[src/rtl/shift_unit_iter_if.sv]
// Bus bundle for the iterative shift unit.
//
// Handshake: the requester raises start together with op, amt_sel, amt_in*
// and data_in; the unit takes them on the rising edge only while it is idle
// or in its done cycle (start is ignored while busy is high). The result is
// valid on data_out during the single cycle that done is high and is held
// until the next accepted request.
//
// Signals:
//   start, op, amt_sel, amt_in0/1/3, data_in : requester -> unit
//   data_out, amt_used, busy, done           : unit -> requester
//   state_dbg                                : unit -> observer, FSM state
interface shift_unit_iter_if #(
  parameter int WIDTH = 32,
  parameter int SHW   = 5
);
  logic             start;
  logic [2:0]       op;
  logic [1:0]       amt_sel;
  logic [SHW-1:0]   amt_in0;
  logic [SHW-1:0]   amt_in1;
  logic [SHW-1:0]   amt_in3;
  logic [WIDTH-1:0] data_in;
  logic [WIDTH-1:0] data_out;
  logic [SHW-1:0]   amt_used;
  logic             busy;
  logic             done;
  logic [1:0]       state_dbg;

  modport master (
    output start, op, amt_sel, amt_in0, amt_in1, amt_in3, data_in,
    input  data_out, amt_used, busy, done, state_dbg
  );

  modport slave (
    input  start, op, amt_sel, amt_in0, amt_in1, amt_in3, data_in,
    output data_out, amt_used, busy, done, state_dbg
  );
endinterface

[src/rtl/shift_unit_iter.sv]
// Multi-cycle shift/rotate unit.
//
// Latches an operand, an operation and a selected shift amount on start,
// then shifts the working register by up to STEP bits per clock until the
// amount is consumed. Supports SLL, SRL, SRA, ROL and ROR; op codes 000,
// 110 and 111 pass the operand through unchanged.
//
// Ports:
//   clk   : clock, all state changes on the rising edge
//   reset : synchronous, active-low
//   bus   : shift_unit_iter_if.slave (request, result, busy/done, state_dbg)
module shift_unit_iter #(
  parameter int WIDTH     = 32,
  parameter int SHW       = 5,
  parameter int CONST_AMT = 16,
  parameter int STEP      = 1
) (
  input  logic                 clk,
  input  logic                 reset,
  shift_unit_iter_if.slave     bus
);

  typedef enum logic [1:0] {
    ST_IDLE  = 2'd0,
    ST_SHIFT = 2'd1,
    ST_DONE  = 2'd2
  } state_e;

  localparam logic [2:0] OP_SLL = 3'b001;
  localparam logic [2:0] OP_SRL = 3'b010;
  localparam logic [2:0] OP_SRA = 3'b011;
  localparam logic [2:0] OP_ROL = 3'b100;
  localparam logic [2:0] OP_ROR = 3'b101;

  localparam logic [SHW-1:0] CONST_AMT_W = SHW'(CONST_AMT);
  // One bit wider than the amount so STEP == WIDTH is representable.
  localparam logic [SHW:0]   STEP_W      = (SHW+1)'(STEP);

  state_e           state_q,    state_d;
  logic [WIDTH-1:0] data_q,     data_d;
  logic [2:0]       op_q,       op_d;
  logic [SHW-1:0]   amt_used_q, amt_used_d;
  logic [SHW-1:0]   rem_q,      rem_d;
  logic             busy_q,     busy_d;
  logic             done_q,     done_d;

  logic [SHW-1:0]   sel_amt;
  logic [SHW-1:0]   step_amt;
  logic [SHW-1:0]   rem_next;
  logic             start_is_shift;

  // Shift d by s (s <= STEP) according to op. Rotates use a doubled copy so
  // the bits leaving one end reappear at the other.
  function automatic logic [WIDTH-1:0] shift_by(input logic [2:0]       f_op,
                                                input logic [WIDTH-1:0] d,
                                                input logic [SHW-1:0]   s);
    logic [2*WIDTH-1:0] dbl;
    dbl      = {d, d};
    shift_by = d;
    case (f_op)
      OP_SLL: shift_by = d << s;
      OP_SRL: shift_by = d >> s;
      OP_SRA: shift_by = $signed(d) >>> s;
      OP_ROL: begin
        dbl      = dbl << s;
        shift_by = dbl[2*WIDTH-1:WIDTH];
      end
      OP_ROR: begin
        dbl      = dbl >> s;
        shift_by = dbl[WIDTH-1:0];
      end
      default: shift_by = d;
    endcase
  endfunction

  always_comb begin
    sel_amt = bus.amt_in0;
    case (bus.amt_sel)
      2'd0:    sel_amt = bus.amt_in0;
      2'd1:    sel_amt = bus.amt_in1;
      2'd2:    sel_amt = CONST_AMT_W;
      default: sel_amt = bus.amt_in3;
    endcase
  end

  // Codes 1..5 move bits; everything else behaves as pass-through.
  assign start_is_shift = (bus.op != 3'b000) && (bus.op <= OP_ROR);

  // s = min(STEP, rem). When STEP exceeds every legal amount the STEP_W
  // branch is never taken, so its truncation is harmless.
  assign step_amt = ({1'b0, rem_q} < STEP_W) ? rem_q : STEP_W[SHW-1:0];
  assign rem_next = rem_q - step_amt;

  always_comb begin
    state_d    = state_q;
    data_d     = data_q;
    op_d       = op_q;
    amt_used_d = amt_used_q;
    rem_d      = rem_q;
    busy_d     = 1'b0;
    done_d     = 1'b0;
    case (state_q)
      ST_IDLE, ST_DONE: begin
        if (bus.start) begin
          data_d     = bus.data_in;
          op_d       = bus.op;
          amt_used_d = sel_amt;
          rem_d      = sel_amt;
          if ((sel_amt != '0) && start_is_shift) begin
            state_d = ST_SHIFT;
            busy_d  = 1'b1;
          end else begin
            state_d = ST_DONE;
            done_d  = 1'b1;
          end
        end else begin
          state_d = ST_IDLE;
        end
      end
      ST_SHIFT: begin
        data_d = shift_by(op_q, data_q, step_amt);
        rem_d  = rem_next;
        if (rem_next == '0) begin
          state_d = ST_DONE;
          done_d  = 1'b1;
        end else begin
          busy_d = 1'b1;
        end
      end
      default: state_d = ST_IDLE;
    endcase
  end

  always_ff @(posedge clk) begin
    if (!reset) begin
      state_q    <= ST_IDLE;
      data_q     <= '0;
      op_q       <= '0;
      amt_used_q <= '0;
      rem_q      <= '0;
      busy_q     <= 1'b0;
      done_q     <= 1'b0;
    end else begin
      state_q    <= state_d;
      data_q     <= data_d;
      op_q       <= op_d;
      amt_used_q <= amt_used_d;
      rem_q      <= rem_d;
      busy_q     <= busy_d;
      done_q     <= done_d;
    end
  end

  assign bus.data_out  = data_q;
  assign bus.amt_used  = amt_used_q;
  assign bus.busy      = busy_q;
  assign bus.done      = done_q;
  assign bus.state_dbg = state_q;

endmodule

[src/flat_wrapper.sv]
// flat-port wrapper written by rule: the top's interface ports become plain ports
module shift_unit_iter_flat 
#(
  parameter int WIDTH     = 32,
  parameter int SHW       = 5,
  parameter int CONST_AMT = 16,
  parameter int STEP      = 1
)
  (clk, reset, bus_start, bus_op, bus_amt_sel, bus_amt_in0, bus_amt_in1, bus_amt_in3, bus_data_in, bus_data_out, bus_amt_used, bus_busy, bus_done, bus_state_dbg);
  shift_unit_iter_if #(.WIDTH(WIDTH), .SHW(SHW)) bus_i ();
  input  logic clk;
  input  logic reset;
  input wire logic [$bits(bus_i.start)-1:0] bus_start;
  input wire logic [$bits(bus_i.op)-1:0] bus_op;
  input wire logic [$bits(bus_i.amt_sel)-1:0] bus_amt_sel;
  input wire logic [$bits(bus_i.amt_in0)-1:0] bus_amt_in0;
  input wire logic [$bits(bus_i.amt_in1)-1:0] bus_amt_in1;
  input wire logic [$bits(bus_i.amt_in3)-1:0] bus_amt_in3;
  input wire logic [$bits(bus_i.data_in)-1:0] bus_data_in;
  output wire logic [$bits(bus_i.data_out)-1:0] bus_data_out;
  output wire logic [$bits(bus_i.amt_used)-1:0] bus_amt_used;
  output wire logic [$bits(bus_i.busy)-1:0] bus_busy;
  output wire logic [$bits(bus_i.done)-1:0] bus_done;
  output wire logic [$bits(bus_i.state_dbg)-1:0] bus_state_dbg;
  assign bus_i.start = bus_start;
  assign bus_i.op = bus_op;
  assign bus_i.amt_sel = bus_amt_sel;
  assign bus_i.amt_in0 = bus_amt_in0;
  assign bus_i.amt_in1 = bus_amt_in1;
  assign bus_i.amt_in3 = bus_amt_in3;
  assign bus_i.data_in = bus_data_in;
  assign bus_data_out = bus_i.data_out;
  assign bus_amt_used = bus_i.amt_used;
  assign bus_busy = bus_i.busy;
  assign bus_done = bus_i.done;
  assign bus_state_dbg = bus_i.state_dbg;
  shift_unit_iter #(.WIDTH(WIDTH), .SHW(SHW), .CONST_AMT(CONST_AMT), .STEP(STEP)) u_core (.clk(clk), .reset(reset), .bus(bus_i));
endmodule
[config.mk]
export PLATFORM = sky130hd
export DESIGN_NAME = shift_unit_iter_flat
export DESIGN_NICKNAME = d
export VERILOG_FILES = /design/src/rtl/shift_unit_iter_if.sv /design/src/rtl/shift_unit_iter.sv /design/src/flat_wrapper.sv
export SDC_FILE = /design/constraint.sdc
export NUM_CORES = 1
export LEC_CHECK = 0
export ABC_AREA = 1
export CORE_MARGIN = 5
export CORE_UTILIZATION = 33
export CTS_CLUSTER_SIZE = 40
export DETAILED_ROUTE_END_ITERATION = 6
export GPL_ROUTABILITY_DRIVEN = 0
export SLEW_MARGIN = 20
export SYNTH_ARGS = -nofsm -noshare
export SYNTH_HDL_FRONTEND = slang
export SYNTH_SLANG_ARGS = --single-unit
[constraint.sdc]
create_clock -name clk -period 1.33 [get_ports clk]
set_input_delay 0.266 -clock clk [delete_from_list [all_inputs] [get_ports clk]]
set_output_delay 0.266 -clock clk [all_outputs]
set_load 0.005 [all_outputs]
==> results.md, run 1 <==
- Status: complete, but fails checks
- Failing checks: negative setup slack
- Worst hold path class: reg2reg
- Final hold viol count: 0
- Comb pwr share: 0.564
- Power per cell area: 1210 nW/µm²
- Synth unique cells: 29
- Sw Ratio: 0.402
- Final setup violation count: 37
- Clock Skew: 0.0112 ns
- Crit path DAT: 1.77 ns
- Seq/Total Area, Yosys: 0.331
- Most frequent cells in the layout: nand2_1 (111), buf_4 (58), clkdlybuf4s50_1 (52)
- RSZ-0062 raised after global routing: true
- First-pass GRT wire length: 19.6 mm
- Clk network pwr share: 0.169
- Hold slack: 0.469 ns
- Die height: 105 µm
- Syn Nets: 536
- Post-route ant nets: 0
- Crit path capture type: register
- Finished Cell Area: 5750 µm²
- Static leakage: 0.00261 µW
- CP required: 1.54 ns
- Critical Path Start Type: register
- Commonest non-fill, non-tap cell in the layout: nand2_1
- Fraction of layout cells with a size suffix above 1: 0.460
- Tightest Pin Transition: 0.602 ns
- Pre-Repair DR Iteration Count: 6
- Synth warn: 0
- Pint: 4160 µW
- Clk_lat worst skew: 0.32 ns
- Flop pwr share: 0.267
- Hold Buf Count CTS: 0
- Diode count: 0
- Mapped cell area: 2970 µm²
- Largest net degree at the start of global routing: 31
- Worst setup margin: -0.232 ns
- Final min period: 1.56 ns
- Slew Limit Fails: 0
- I/O pin count: 96
- Via count: 4056
- Total gr overflow: 0
- CP Class: reg2reg
- Die X: 105 µm
- Slew HR: 0.598
- Root Driver: clkbuf_8
- Final WL: 13.1 mm
- DRC: 0
- Clock Sinks: 49
- Vias in the first global route: 3944
- Max Buffers Root-to-Sink: 2
- Via/cell ratio: 5.32
- Synthesis-to-finish area growth: 93.8%
- CTS Buf Count: 5
- Mapped Cells: 480
- Core ar.: 8720 µm²
- Gr usage total: 0.212
- Placement Cell Area: 4400 µm²
- Max VDD drop: 0.663 mV
- Dpl hpwl: 7.57 mm
- Max Freq: 0.640 GHz
- Synthesized flop and latch total: 49
- Full die area: 11000 µm²
- Initial Util: 0.340
- IO Port Bufs: 95
- Average size of a mapped cell: 6.18 µm²
- NumNets Final: 710
- Clock-pin transition on the worst setup and hold timing paths: 0.10 ns
- H-tree lvl count: 2
- CTS tree: built
- Max_cap viols: 0
- WL/cell: 17.2 µm
- Net Switching: 2800 µW
- Row count: 34
- Period utilization: 1.17
- Largest fanout on the critical path: 7
- DR iter-0 viols: 230
- Initial antenna violation count: 0
state kept, by name (all words and copies together), names as in the netlist:
name                  count
u_core.bus.done           1
u_core.bus.amt_used       5
u_core.bus.data_out      32
u_core.bus.state_dbg      2
u_core.rem_q              5
u_core.op_q               3
u_core.bus.busy           1
cell families after synthesis:
logic type | after synthesis | share of synthesized area
buffers and inverters | 74 | 0.105
AND/OR/NAND/NOR | 230 | 0.324
adder cells (fa/ha/maj) | 1 | 0.00422
AO/OA/AOI/OAI | 125 | 0.233
flip-flops | 49 | 0.331
XOR/XNOR | 1 | 0.00295
metal layers:
layer | routed length (µm) | track usage
met1 | 5160 | 0.265
met2 | 6520 | 0.362
met3 | 913 | 0.0444
met4 | 500 | 0.0731
met5 | 0 | 0
power groups by stage:
stage	Combinational, µW	Sequential [µW]	Clock [µW]
global placement	2470	1880	0
CTS	3340	1850	1170
global route	4190	1890	1270
floorplan	1390	1870	0
detailed placement	2490	1890	0
finish	3930	1860	1170
cells in the mapped netlist:
library cell / n / area, µm²
nor3b_1: 1 / 7.51
o21ai_0: 42 / 210
o22ai_1: 7 / 43.8
o211ai_1: 3 / 22.5
buf_2: 11 / 55.1
ha_1: 1 / 12.5
a21oi_1: 58 / 290
nand4_1: 1 / 6.26
xor2_1: 1 / 8.76
nor3_1: 2 / 10.0
nor2_4: 2 / 22.5
nand2_2: 1 / 6.26
a21oi_2: 9 / 78.8
nor2_1: 14 / 52.6
inv_1: 43 / 161
clkbuf_1: 8 / 30.0
buf_1: 1 / 3.75
nor2_2: 1 / 6.26
nor2_8: 1 / 20.0
o21ai_1: 1 / 5.00
a31oi_1: 4 / 25.0
or2_2: 4 / 25.0
o21ai_4: 1 / 16.3
nand2_1: 168 / 631
dfxtp_1: 49 / 981
buf_6: 1 / 11.3
buf_4: 3 / 22.5
nand3_1: 35 / 175
inv_2: 7 / 26.3
final cells by class:
type / count / area [µm²]
Timing Repair inverter: 1 / 8.76
Sequential cell: 49 / 1030
Timing Repair Buffer: 190 / 1960
Tap cell: 108 / 135
Clock inverter: 2 / 37.5
Fill cell: 716 / 2970
Multi-Input combinational cell: 357 / 2280
Clock buffer: 6 / 82.6
Inverter: 50 / 223
worst max-delay path: stages, from the launching register on:
cell and delay, ns:
dfxtp_2 0.40, inv_1 0.07, nand2_1 0.10, nand2_2 0.09, nor2_4 0.16, nor2_8 0.07, buf_6 0.13, buf_8 0.13
buf_6 0.14, o21ai_4 0.14, a21oi_2 0.04
path summary, 6_finish.rpt:
check	start	end	slack (ns)	depth (start not counted)
max	u_core.op_q[1]	u_core.bus.data_out[20]	-0.23	10
min	u_core.bus.amt_used[0]	u_core.bus.amt_used[0]	0.47	2
max reg2reg	u_core.op_q[1]	u_core.bus.data_out[20]	-0.23	10
min reg2reg	u_core.bus.amt_used[0]	u_core.bus.amt_used[0]	0.47	2
stage by stage:
step	utilization	worst slack, ns	setup TNS [ns]	cells	power [µW]
final	0.659	-0.232	-5.22	763	6960
after floorplan	-	-0.0299	-0.431	480	3260
after CTS	0.615	-0.192	-4.96	758	6360
after global routing	0.659	-0.283	-8.00	763	7340
after detailed placement	0.504	-0.375	-14.16	709	4380
after global placement	0.504	-0.336	-13.19	709	4350
repair_timing:
action	4_1_cts	5_1_grt
hold endpoints to repair	0	0
pin swaps	35	39
buffers inserted	36	11
gates resized for setup	200	117
endpoints found under the setup margin	79	48
gates cloned	8	3
Note: power is estimated with default switching activity, not from simulation.
==> run 2, diff against run 1 <==
--- a/config.mk
+++ b/config.mk
@@ -11,6 +11,7 @@
 export CTS_CLUSTER_SIZE = 40
 export DETAILED_ROUTE_END_ITERATION = 6
 export GPL_ROUTABILITY_DRIVEN = 0
+export SETUP_SLACK_MARGIN = 0.02
 export SLEW_MARGIN = 20
 export SYNTH_ARGS = -nofsm -noshare
 export SYNTH_HDL_FRONTEND = slang
==> run 2 against run 1 <==
Effect of this change:
- the run still ends with negative setup slack left
- highest routed layer unchanged
- via count shrank 3.7%
- clock skew shrank 0.0072 ns
- die area is the same
- combinational power shrank 2%
- routed wire length shrank 9.8%
- total power shrank 5.3%
- critical path depth grew 2
- sequential power is essentially flat
- non-clock buffer count shrank 6
==> results.md, run 2 (same netlist as run 1, synthesis figures left out) <==
- DRC: 0 (unchanged)
- Largest net degree at the start of global routing: 34 (+9.7%)
- Post-route ant nets: 0 (unchanged)
- RSZ-0062 raised after global routing: true
- Diode count: 0 (unchanged)
- Max reg flops: 32 (unchanged)
- Max Freq: 0.659 GHz (+2.9%)
- Clk_lat worst skew: 0.30 ns (-0.02 ns)
- Row count: 34 (unchanged)
- WHS Path Cells: 2 (unchanged)
- Worst R2R Path Depth: 12 (+2)
- CP Class: reg2reg
- Fraction of layout cells with a size suffix above 1: 0.440 (-0.0197)
- Die X: 105 µm (unchanged)
- CTS tree: built
- Via count: 3905 (-3.7%)
- Max VDD drop: 0.609 mV (-8.1%)
- IO Port Bufs: 95 (unchanged)
- I/O pin count: 96 (unchanged)
- Status: complete, but fails checks
- Slew HR: 0.691 (+0.0927)
- Initial Util: 0.340 (unchanged)
- Crit path capture type: register
- Dpl hpwl: 7.31 mm (-3.3%)
- Core ar.: 8720 µm² (unchanged)
- Power per cell area: 1190 nW/µm² (-1.6%)
- Gr usage total: 0.195 (-0.0166)
- Total gr overflow: 0 (unchanged)
- First-pass GRT wire length: 18.0 mm (-8.0%)
- Vias in the first global route: 3796 (-3.8%)
- WL/cell: 15.6 µm (-8.9%)
- Synthesis-to-finish area growth: 86.6%
- NumNets Final: 703 (-0.99%)
- CP required: 1.56 ns (+0.02 ns)
- Critical Path Start Type: register
- Clock Sinks: 49 (unchanged)
- CTS Buf Count: 5 (unchanged)
- Initial antenna violation count: 0 (unchanged)
- Die height: 105 µm (unchanged)
- Worst setup margin: -0.188 ns (+0.0445 ns)
- H-tree lvl count: 2 (unchanged)
- Crit path DAT: 1.75 ns (-0.02 ns)
- Period utilization: 1.14 (-0.0334)
- Most frequent cells in the layout: nand2_1 (111), buf_4 (57), clkdlybuf4s50_1 (53)
- Pre-Repair DR Iteration Count: 4 (-2)
- Post-layout util: 0.635 (-0.0245)
- Failing checks: negative setup slack
- Clock-pin transition on the worst setup and hold timing paths: 0.09 ns (about the same)
- Final hold viol count: 0 (unchanged)
- Tightest Pin Transition: 0.464 ns (-0.138 ns)
- Full die area: 11000 µm² (unchanged)
- Max_cap viols: 0 (unchanged)
- Final setup violation count: 39 (+5.4%)
- Worst hold path class: reg2reg
- Pre-CTS setup slack: -0.369 ns (+0.00622 ns)
- Via/cell ratio: 5.17 (-2.8%)
- Hold Buf Count CTS: 0 (unchanged)
- Static leakage: 0.00245 µW (-6.1%)
- Final WL: 11.8 mm (-9.8%)
- Commonest non-fill, non-tap cell in the layout: nand2_1
- Max Buffers Root-to-Sink: 2 (unchanged)
- Root Driver: clkbuf_8
- Slew Limit Fails: 0 (unchanged)
- Largest fanout on the critical path: 7 (unchanged)
- Final min period: 1.52 ns (-0.0445 ns)
- Clock Skew: 0.00403 ns (-0.00719 ns)
- DR iter-0 viols: 135 (-41%)
[run 2: through the flow]
step / area (µm²) / hold WS [ns] / setup TNS (ns) / power [µW] / std cells
after floorplan: 3050 / 0.404 / -0.316 / 3290 / 480
after global placement: 4460 / 0.453 / -13.33 / 4440 / 712
after detailed placement: 4460 / 0.455 / -14.27 / 4470 / 712
after CTS: 5180 / 0.465 / -3.49 / 6170 / 750
after global routing: 5540 / 0.489 / -8.44 / 6980 / 756
final: 5540 / 0.465 / -5.27 / 6600 / 756
[run 2: worst max-delay path, cell delays in order (launching register included)]
cell and delay, ns:
dfxtp_2 0.33, inv_2 0.07, nand2_4 0.06, nor2_4 0.15
buf_12 0.12, nand2_8 0.09, buf_6 0.15, nand2_4 0.07
inv_4 0.04, buf_12 0.13, nand2_1 0.06, o21ai_1 0.07
a21oi_2 0.12
[run 2: metal layers]
metal	routed length [µm]	global-route usage	share of wire
met5	0	0	0
met4	206	0.0447	0.017
met1	4620	0.244	0.39
met3	751	0.0395	0.064
met2	6240	0.345	0.53
[run 2: layout make-up]
| cell class | instances | area [µm²] |
|---|---|---|
| Clock buffer | 6 | 72.6 |
| Tap cell | 108 | 135 |
| Timing Repair Buffer | 184 | 1850 |
| Fill cell | 770 | 3190 |
| Inverter | 50 | 226 |
| Sequential cell | 49 | 1020 |
| Clock inverter | 2 | 10.0 |
| Multi-Input combinational cell | 357 | 2230 |
[run 2: worst paths after layout]
kind,start,end,slack [ns]
setup reg to reg,u_core.rem_q[1],u_core.bus.data_out[13],-0.19
hold reg to reg,u_core.bus.amt_used[0],u_core.bus.amt_used[0],0.46
hold / removal,u_core.bus.amt_used[0],u_core.bus.amt_used[0],0.46
setup / recovery,u_core.rem_q[1],u_core.bus.data_out[13],-0.19
[run 2: repair_timing]
| action | CTS | global route |
|---|---|---|
| endpoints found under the setup margin | 83 | 49 |
| resized for setup | 190 | 91 |
| setup buffers | 26 | 12 |
| pin swaps | 29 | 39 |
| gates cloned | 5 | 1 |
[run 2: report_power, final]
part           internal, µW  switching, µW  total [µW]
clock network           367            524         891
registers              1710            131        1840
logic                  1860           2010        3860
total                  3930           2660        6600
==> run 3, diff against run 2 <==
--- a/config.mk
+++ b/config.mk
@@ -6,11 +6,13 @@
 export NUM_CORES = 1
 export LEC_CHECK = 0
 export ABC_AREA = 1
+export CORE_ASPECT_RATIO = 0.6
 export CORE_MARGIN = 5
 export CORE_UTILIZATION = 33
 export CTS_CLUSTER_SIZE = 40
 export DETAILED_ROUTE_END_ITERATION = 6
 export GPL_ROUTABILITY_DRIVEN = 0
+export REMOVE_ABC_BUFFERS = 1
 export SETUP_SLACK_MARGIN = 0.02
 export SLEW_MARGIN = 20
 export SYNTH_ARGS = -nofsm -noshare
==> run 3 against run 2 <==
Effect of this change:
- design area rose by 3.3%
- clock-buffer cell count rose by 1
- the run still ends with negative setup slack left
- via count rose by 2.6%
- die area rose by 0.56%
- global-route usage rose by 1.3 points
- total power rose by 8.3%
- fmax fell by 2.0%
- combinational power rose by 3%
- sequential share of layout area fell by 0.62 points
- sequential power barely moved
- register-to-register slack got worse by 0.03 ns
- critical endpoint is now u_core.bus.data_out[15]
==> results.md, run 3 (same netlist as run 1, synthesis figures left out) <==
- Vias in the first global route: 3768 (-0.74%)
- Final min period: 1.55 ns (+0.0305 ns)
- Cells after DPL: 715 (+0.42%)
- Crit path capture type: register
- H-tree lvl count: 2 (unchanged)
- Power per cell area: 1250 nW/µm² (+4.9%)
- Synthesis-to-finish area growth: 92.7%
- Worst hold path class: reg2reg
- Layout fillers: 695 (-9.7%)
- NumNets Final: 704 (+0.14%)
- Hold Buf Count CTS: 0 (unchanged)
- Most frequent cells in the layout: nand2_1 (110), buf_4 (56), clkdlybuf4s50_1 (52)
- IO Port Bufs: 95 (unchanged)
- Static leakage: 0.00253 µW (+3.4%)
- Die height: 83.4 µm (-20%)
- Failing checks: negative setup slack
- Finished Cell Area: 5720 µm² (+3.3%)
- Core ar.: 8620 µm² (-1.1%)
- Worst path buffer plus inverter count: 3 (-2)
- Initial antenna violation count: 0 (unchanged)
- Largest net degree at the start of global routing: 25 (-26%)
- Total gr overflow: 0 (unchanged)
- Tightest Pin Transition: 0.304 ns (-0.160 ns)
- Dpl hpwl: 7.81 mm (+6.8%)
- Die X: 132 µm (+26%)
- Clock Skew: 0.0114 ns (+0.00738 ns)
- Clock-pin transition on the worst setup and hold timing paths: 0.07 ns (-0.02 ns)
- DRC: 0 (unchanged)
- Max Freq: 0.646 GHz (-2.0%)
- RSZ-0062 raised after global routing: true
- DR iter-0 viols: 447 (+230%)
- Gr usage total: 0.209 (+0.0132)
- Max_cap viols: 0 (unchanged)
- Final hold viol count: 0 (unchanged)
- Largest fanout on the critical path: 11 (+4)
- Worst setup margin: -0.218 ns (-0.0305 ns)
- Max VDD drop: 0.938 mV (+54%)
- Critical Path Start Type: register
- Placement Cell Area: 4380 µm² (-1.9%)
- CP required: 1.56 ns (about the same)
- Crit path DAT: 1.78 ns (+0.03 ns)
- CTS Buf Count: 5 (unchanged)
- I/O pin count: 96 (unchanged)
- Post-route ant nets: 0 (unchanged)
- CP max stage cell: dfxtp_2
- First-pass GRT wire length: 19.3 mm (+7.3%)
- WL/cell: 17.2 µm (+10%)
- Delay-heaviest family, CP: compound AO/OA/AOI/OAI gates
- Fraction of layout cells with a size suffix above 1: 0.418 (-0.0222)
- Root Driver: clkbuf_16
- Clock Sinks: 49 (unchanged)
- Period utilization: 1.16 (+0.0229)
- Slew HR: 0.796 (+0.106)
- Status: complete, but fails checks
- Full die area: 11000 µm² (+0.56%)
- Max Buffers Root-to-Sink: 2 (unchanged)
- CP peak stage delay: 0.36 ns (+0.03 ns)
- Final WL: 13.1 mm (+11%)
- Pre-Repair DR Iteration Count: 6 (+2)
- Row count: 26 (-24%)
- Diode count: 0 (unchanged)
- Initial Util: 0.344 (+0.00395)
- Max reg flops: 32 (unchanged)
- Via count: 4005 (+2.6%)
- CTS tree: built
- Via/cell ratio: 5.26 (+1.9%)
- Finished Layout Cells: 761 (+0.66%)
- Commonest non-fill, non-tap cell in the layout: nand2_1
- Cell Chain, Critical Path: inv_4 > nor2_4 > nand2_2 > nand2_4 > buf_12 > buf_16 > nand2_1 > o21ai_1 > o22ai_2 > a21oi_2
- Final setup violation count: 38 (-2.6%)
- Clk_lat worst skew: 0.30 ns (about the same)
- Slew Limit Fails: 0 (unchanged)
- CP Class: reg2reg
run 3: worst min-delay path: stages, from the launching register on:
cell	delay (ns)
dfxtp_1	0.31
nand2_1	0.06
a21oi_1	0.05
run 3: final timing paths:
check / startpoint / to / slack (ns) / cells past startpoint
max: u_core.op_q[2] / u_core.bus.data_out[15] / -0.22 / 10
max reg2reg: u_core.op_q[2] / u_core.bus.data_out[15] / -0.22 / 10
min: u_core.bus.amt_used[4] / u_core.bus.amt_used[4] / 0.46 / 2
min reg2reg: u_core.bus.amt_used[4] / u_core.bus.amt_used[4] / 0.46 / 2
run 3: per-stage QoR:
stage,setup WS [ns],util,total power (µW),hold WS [ns],TNS [ns]
floorplan,-0.878,-,3090,0.389,-26.95
global placement,-0.389,0.508,4360,0.451,-13.93
detailed placement,-0.457,0.508,4390,0.462,-15.53
CTS,-0.0762,0.601,6410,0.470,-1.92
global route,-0.255,0.663,7490,0.496,-7.96
finish,-0.218,0.663,7150,0.465,-5.24
run 3: area by class of cell:
cell class	instances	area (µm²)	area share
repair buffers	185	1980	0.347
clock buffers	7	133	0.0232
flip-flops and latches	49	1020	0.178
well taps	112	140	0.0245
inverters	50	210	0.0368
clock inverters	1	7.51	0.00131
multi-input cells	357	2220	0.389
run 3: timing repair:
action                     in CTS  in global routing
setup endpoints to repair      83                 44
buffers inserted               24                  3
gates cloned                    7                  6
resized for setup             169                118
pin swaps                      24                 44
run 3: power by group:
part / total, µW / switching, µW / internal (µW)
combinational: 3980 / 2050 / 1930
clock: 1300 / 598 / 701
sequential: 1870 / 163 / 1710
total: 7150 / 2810 / 4340
run 3: routing by layer:
layer	vias to the layer above	track usage	part of all wire
met5	-	0	0
met1	1894	0.295	0.45
met3	19	0.0477	0.074
met2	189	0.317	0.46
li1	1903	-	-
met4	0	0.0573	0.015
